==> config.mk <==
export PLATFORM = sky130hd
export DESIGN_NAME = seq_det_param
export DESIGN_NICKNAME = d
export VERILOG_FILES = /design/src/rtl/seq_det_param.sv
export SDC_FILE = /design/constraint.sdc
export NUM_CORES = 1
export LEC_CHECK = 0
export ABC_AREA = 1
export CAP_MARGIN = 20
export CORE_UTILIZATION = 40
export CTS_BUF_LIST = sky130_fd_sc_hd__clkbuf_2 sky130_fd_sc_hd__clkbuf_4 sky130_fd_sc_hd__clkbuf_8
export DETAILED_ROUTE_END_ITERATION = 8
export GPL_TIMING_DRIVEN = 1
export PLACE_DENSITY = 0.76
export SLEW_MARGIN = 10
export SYNTH_ARGS = -nofsm -noshare
export SYNTH_HDL_FRONTEND = slang
export SYNTH_SLANG_ARGS = --single-unit
==> constraint.sdc <==
create_clock -name clk -period 1.4 [get_ports clk]
set_input_delay 0.21 -clock clk [delete_from_list [all_inputs] [get_ports clk]]
set_output_delay 0.21 -clock clk [all_outputs]
set_load 0.02 [all_outputs]
==> src/rtl/seq_det_param.sv <==
// Serial pattern detector with loadable pattern, overlap control and a saturating match counter.
// Define SEQ_DET_CNT_EN to build the match counter; otherwise match_cnt is tied to zero.
module seq_det_param #(
    parameter int unsigned         PAT_W   = 4,
    parameter logic [PAT_W-1:0]    PAT_RST = 4'b1010,
    parameter int unsigned         CNT_W   = 8
) (
    input  logic                         clk,
    input  logic                         rst,
    input  logic                         i,
    input  logic                         in_valid,
    input  logic                         overlap,
    input  logic                         load,
    input  logic [PAT_W-1:0]             pat_in,
    input  logic                         clr_cnt,
    output logic                         out,
    output logic [$clog2(PAT_W+1)-1:0]   fill,
    output logic [CNT_W-1:0]             match_cnt
);

    localparam int unsigned FILL_W = $clog2(PAT_W + 1);

    logic [PAT_W-2:0]  hist_q, hist_d;
    logic [FILL_W-1:0] fill_q, fill_d;
    logic [PAT_W-1:0]  pat_q, pat_d;
    logic [PAT_W-1:0]  candidate;
    logic              full;
    logic              match;

    always_comb begin
        candidate = {hist_q, i};
        full      = (fill_q == FILL_W'(PAT_W - 1));
        match     = in_valid && !load && !rst && full && (candidate == pat_q);

        hist_d = hist_q;
        fill_d = fill_q;
        pat_d  = pat_q;

        if (load) begin
            pat_d  = pat_in;
            hist_d = '0;
            fill_d = '0;
        end else if (in_valid) begin
            // A non-overlapping match consumes every history bit; otherwise keep sliding.
            if (match && !overlap) begin
                hist_d = '0;
                fill_d = '0;
            end else begin
                hist_d = candidate[PAT_W-2:0];
                fill_d = full ? fill_q : fill_q + FILL_W'(1);
            end
        end
    end

    always_ff @(posedge clk) begin
        if (rst) begin
            hist_q <= '0;
            fill_q <= '0;
            pat_q  <= PAT_RST;
        end else begin
            hist_q <= hist_d;
            fill_q <= fill_d;
            pat_q  <= pat_d;
        end
    end

    assign out  = match;
    assign fill = fill_q;

`ifdef SEQ_DET_CNT_EN
    logic [CNT_W-1:0] cnt_q, cnt_d;

    always_comb begin
        cnt_d = cnt_q;
        if (clr_cnt) begin
            cnt_d = '0;
        end else if (match && (cnt_q != '1)) begin
            cnt_d = cnt_q + CNT_W'(1);
        end
    end

    always_ff @(posedge clk) begin
        if (rst) begin
            cnt_q <= '0;
        end else begin
            cnt_q <= cnt_d;
        end
    end

    assign match_cnt = cnt_q;
`else
    logic cnt_unused;
    assign cnt_unused = clr_cnt;
    assign match_cnt  = '0;
`endif

endmodule

==> results of run 1 <==
-- flip-flops by register name, summed over array words and instances (netlist names) --
name,cells
pat_q,4
hist_q,3
fill,3
-- cells by family (layout without fill, tap and decap cells) --
family,after synthesis,after routing,share of synthesized area [%]
flops,10,10,32.6
compound gates,18,18,14.7
buf+inv,21,48,18.3
other cells,1,8,0.610
simple gates,33,33,29.7
fa+ha+maj,2,2,4.07
-- stage by stage --
step | setup TNS [ns] | setup WS [ns] | std cells
after global routing | -0.589 | -0.196 | 134
after floorplan | 0 | 0.0132 | 92
after global placement | -1.83 | -0.519 | 129
after CTS | -0.192 | -0.148 | 134
final | -0.124 | -0.124 | 134
after detailed placement | -1.93 | -0.530 | 129
-- power groups by stage --
stage | clock network (mW) | registers (mW) | logic, mW
2_1_floorplan | 0 | 0.315 | 0.0958
3_3_place_gp | 0 | 0.310 | 0.162
3_5_place_dp | 0 | 0.311 | 0.166
4_1_cts | 0.217 | 0.306 | 0.170
5_1_grt | 0.229 | 0.307 | 0.188
6_report | 0.203 | 0.306 | 0.170
-- layout by cell type, fill, tap and decap left out --
cell / synthesis / final
dlygate4sd2_1: 0 / 3
conb_1: 1 / 8
inv_1: 12 / 12
clkdlybuf4s50_1: 0 / 9
buf_6: 0 / 2
dfxtp_4: 0 / 2
nand3_1: 3 / 2
a21oi_1: 10 / 8
o21ai_0: 8 / 8
ha_4: 0 / 2
nand2_1: 18 / 17
nand2_4: 1 / 2
clkinv_1: 0 / 1
nand2_2: 1 / 1
a21oi_2: 0 / 2
and3_4: 0 / 1
buf_4: 9 / 18
nand3_2: 0 / 1
dfxtp_1: 10 / 8
nor2_4: 3 / 3
nor2_1: 4 / 4
clkbuf_4: 0 / 3
nor2_2: 1 / 1
nand4_4: 1 / 1
-- layer usage --
metal | global-route usage (%) | vias up | share of wire [%]
met5 | 0 | - | 0
met4 | 9.68 | 0 | 1.0
met3 | 3.26 | 2 | 5.2
met2 | 30.5 | 22 | 50
met1 | 20.2 | 262 | 44
li1 | - | 322 | -
-- worst register-to-register path, cell delays in order, from the launching register on --
cell and delay (ns):
dfxtp_4 0.36, ha_4 0.14, ha_4 0.13, nand2_4 0.05, nor2_4 0.08, buf_4 0.12, nand4_4 0.12, nand2_4 0.14
nand3_1 0.08, nand2_1 0.06, nor2_1 0.03
-- worst min path at each step --
stage,start,endpoint,slack (ns),cells past startpoint
3_5_place_dp,pat_q[2],pat_q[2],0.55,3
3_3_place_gp,hist_q[2],hist_q[2],0.53,2
4_1_cts,pat_in[1],pat_q[1],0.54,3
6_report,pat_in[1],pat_q[1],0.54,3
5_1_grt,pat_in[1],pat_q[1],0.55,3
2_1_floorplan,rst,pat_q[1],0.31,2
-- layout make-up --
class	instances	area (um^2)
multi-input cells	61	378
repair buffers	32	274
inverters	12	45.0
clock inverters	1	3.75
well taps	15	18.8
fillers	107	417
clock buffers	3	22.5
flip-flops and latches	10	208
-- repair_timing --
item,in CTS,in global routing
gates resized for setup,17,1
pin swaps,4,1
buffers inserted,1,0
hold buffers,0,0
endpoints found under the setup margin,10,7
==> results.toml, run 1 <==
[worst_hold_path]
hold_class = "primary input to flop"

[status]
violations = "setup timing"
status = "finished, violations left"

[pwr]
netSwitchingFraction_pct = 29.0
fin_total_pwr_mw = 0.679
switchingPower_mw = 0.197
p_leak_nw = 0.470
ir_drop_v = 0.000513
comb_power_share_pct = 25.0
seq_power_share_pct = 45.0
internal-power_mw = 0.482
p_per_area_nw_per_um2 = 715
p_clk_share_pct = 29.9

[drt]
via_per_inst = 4.54
dr.first_iter.drc_count = 17
wire_per_inst_um = 9.56
drc = 0
vias = 608
ant_nets = 0
wl_um = 1280
firstDrtPassIters = 4

[yosys]
synth_area_leader_cell = "dfxtp_1"
synth_area_leaders = "dfxtp_1 33%, buf_4 11%, nand2_1 11%"
yosys_warnings = 0
postSynthCellCount = 85
syn_area_per_cell_um2 = 7.23
synth_flop_cell = "dfxtp_1"
synth_seq_cells = 10
ys_seq_area_share_pct = 32.6
synthArstFlopShare_pct = 0
syn-cell-area_um2 = 614
yosysMostFrequentCell = "nand2_1"
yosysUniqueCellTypes = 16
synth_top_area_share_pct = 32.6
synth_edf_count = 0
ys_top_cells_by_count = "18 x nand2_1, 12 x inv_1, 10 x a21oi_1, 10 x dfxtp_1, 9 x buf_4"

[die]
start_util_pct = 45.0
num_rows = 13
die_h_um = 41.2
core_area_um2 = 1370
die_w_um = 41.2
pin_count = 23
die_area_um2 = 1700

[worst_setup_path]
cp-endpoint = "out"
startpoint_type = "flop"
crit_fanout = 2
slowest_delay_ns = 0.35
cp_num_cells = 6
r2r_cells = 10
cp_common_cell = "ha_4"
crit_buf_inv = 1
path_cells = "ha_4, ha_4, nand2_4, nor2_4, and3_4, buf_6"
ff2ff_setup_slack_ns = 0
crit_required_ns = 1.19
worstReg2RegStart = "fill[0]"
critPathLaunch = "fill[0]"
worstSetupPathType = "flop to primary output"
r2r-end = "fill[2]"
crit_family = "flip-flops"
cp_slowest_cell = "dfxtp_4"
arrival_ns = 1.31
critPathCaptureType = "primary output"

[clock_tree]
cts_buffers = 3
cts_sinks = 10
insertion_delay_ns = 0.26
h-tree-depth = 1
clk_path_buf_depth = 2
cts_root_buf = "clkbuf_4"
cts_tree = "built"
clk_pin_slew_worst_paths_ns = 0.07

[global_route]
grt_usage_pct = 17.7
antenna_found_initial = 0
first_global_vias = 499
grt-ovfl-total = 0
grt_max_degree = 13
grt_first_pass_wirelength_um = 1930

[placement]
dpl_cell_area_um2 = 870
dp_hpwl_um = 1020
globalplace.congestion = 0.778
io_buffers = 13

[final_layout]
diodes = 0
drive_gt1_share_pct = 32.8
fin_util_pct = 69.5
final_area_um2 = 950
syn_to_final_growth_pct = 54.6
fin_nets = 133

[sta]
period_needed_ns = 1.52
rsz0062_at_grt = "yes"
timing.fmax_mhz = 656
final_max_slew_viol_count = 0
finalHoldViolCount = 0
setup_ws_ns = -0.124
setup_viol = 1
skew_ns = 0.00122
finalCritPeriodShare_pct = 109
whs_ns = 0.544

[job]
cap_viol_max_count = 0
Power figures use the tool's default switching activity.
==> run 2: changes to the inputs <==
- CORE_AREA: unset -> 2 2 39 41
- CORE_UTILIZATION: 40 -> unset
- DIE_AREA: unset -> 0 0 41 43
- PLACE_DENSITY: 0.76 -> 0.83
- clock period: 1.4 -> 1.9 ns (I/O delays scaled with it)
==> run 2 against run 1 <==
  * The run now ends clean
  * Clock power down 3%
  * Worst setup slack better by 0.26 ns
  * Core utilization down 9.6 points
  * Critical path type unchanged
  * Combinational power down 36%
  * Total power down 22%
  * Cell area down 13%
  * Sequential power down 26%
  * First-iteration DRC count down 53%
  * Die area up 3.9%
==> results.toml, run 2 (synthesized netlist as in run 1, its figures left out) <==
[worst_setup_path]
crit_required_ns = 1.62
arrival_ns = 1.48
cp_slowest_cell = "dfxtp_1"
critPathCaptureType = "primary output"
cp_common_cell = "ha_1"
worstSetupPathType = "flop to primary output"
path_cells = "ha_1, ha_1, nand2_1, nor2_4, and3_1, buf_2"
ff2ff_setup_slack_ns = 0.34
crit_fanout = 2
slowest_delay_ns = 0.32
startpoint_type = "flop"
crit_family = "adder cells"
crit_buf_inv = 1

[sta]
setup_viol = 0
setup_ws_ns = 0.138
finalHoldViolCount = 0
timing.fmax_mhz = 567
final_max_slew_viol_count = 0
fin_tns_setup_ns = 0
finalCritPeriodShare_pct = 92.8
skew_ns = 0.00880
period_needed_ns = 1.76
rsz0062_at_grt = "no"

[final_layout]
diodes = 0
final_common_cell = "nand2_1"
largest_reg_flops = 4
instances_no_fill = 126
n_fill_cell = 146
regMostFlops = "pat_q"
syn_to_final_growth_pct = 35.0
fin_nets = 124
final_area_um2 = 830
drive_gt1_share_pct = 20.0
final_cell_mix = "18 x nand2_1, 12 x inv_1, 12 x clkdlybuf4s50_1"

[placement]
globalplace.congestion = 0.676
io_buffers = 13
dp_hpwl_um = 945
place_ws_ns = -0.233
dpl_cell_area_um2 = 798
dp.cells = 122

[global_route]
grt_first_pass_wirelength_um = 1790
grt-ovfl-total = 0
grt_usage_pct = 15.9
antenna_found_initial = 0
first_global_vias = 472
grt_max_degree = 13

[clock_tree]
h-tree-depth = 1
holdBufCountCts = 0
cts_tree = "built"
cts_sinks = 10
cts_root_buf = "clkbuf_4"
clk_path_buf_depth = 2
post_cts_resized = 3
clk_pin_slew_worst_paths_ns = 0.07
cts_buffers = 3
insertion_delay_ns = 0.28
post_cts_buffers = 0

[drt]
wire_per_inst_um = 9.72
wl_um = 1230
ant_nets = 0
via_per_inst = 4.67
vias = 588
dr.first_iter.drc_count = 8
firstDrtPassIters = 4
drc = 0

[die]
start_util_pct = 44.4
pin_count = 23
die_area_um2 = 1760
die_w_um = 41
core_area_um2 = 1380
num_rows = 14
die_h_um = 43

[pwr]
p_leak_nw = 0.406
ir_drop_v = 0.000532
fin_total_pwr_mw = 0.532
p_per_area_nw_per_um2 = 641

[job]
cap_viol_max_count = 0

[status]
status = "finished, final reports clean"

[worst_hold_path]
hold_class = "flop to flop"
==> run 2: final timing paths <==
path         startpoint       end  cells after the start
min            pat_q[2]  pat_q[2]                      2
max             fill[0]       out                      6
max reg2reg     fill[0]   fill[2]                     10
min reg2reg    pat_q[2]  pat_q[2]                      2
==> run 2: stage by stage <==
step                      hold slack, ns  utilization (%)
after CTS                          0.486             60.4
after global routing               0.508             59.9
final                              0.481             59.9
after floorplan                    0.385                -
after global placement             0.462             57.7
after detailed placement           0.474             57.7
==> run 2: area by class of cell <==
| cell class | count | area, um^2 | area share [%] |
|---|---|---|---|
| flip-flops and latches | 10 | 200 | 24.1 |
| well taps | 16 | 20.0 | 2.41 |
| clock buffers | 4 | 36.3 | 4.37 |
| inverters | 12 | 45.0 | 5.43 |
| repair buffers | 23 | 200 | 24.1 |
| multi-input cells | 61 | 328 | 39.5 |
==> run 2: tightest hold or removal path, stage by stage (launching register included) <==
cell and delay (ns):
dfxtp_1 0.31, inv_1 0.07, a21oi_1 0.06
==> run 2: power breakdown <==
| group | internal, mW | switching [mW] | total [mW] | leakage (nW) |
|---|---|---|---|---|
| logic | 0.0500 | 0.0587 | 0.109 | 0.303 |
| registers | 0.220 | 0.00565 | 0.226 | 0.0824 |
| clock network | 0.117 | 0.0804 | 0.197 | 0.0210 |
==> run 2: layer usage <==
| metal | part of all wire [%] | vias to the layer above | track usage (%) |
|---|---|---|---|
| met2 | 51 | 15 | 26.9 |
| met5 | 0 | - | 0 |
| li1 | - | 300 | - |
| met4 | 2.5 | 0 | 10.0 |
| met3 | 7.6 | 4 | 7.85 |
| met1 | 39 | 269 | 13.6 |
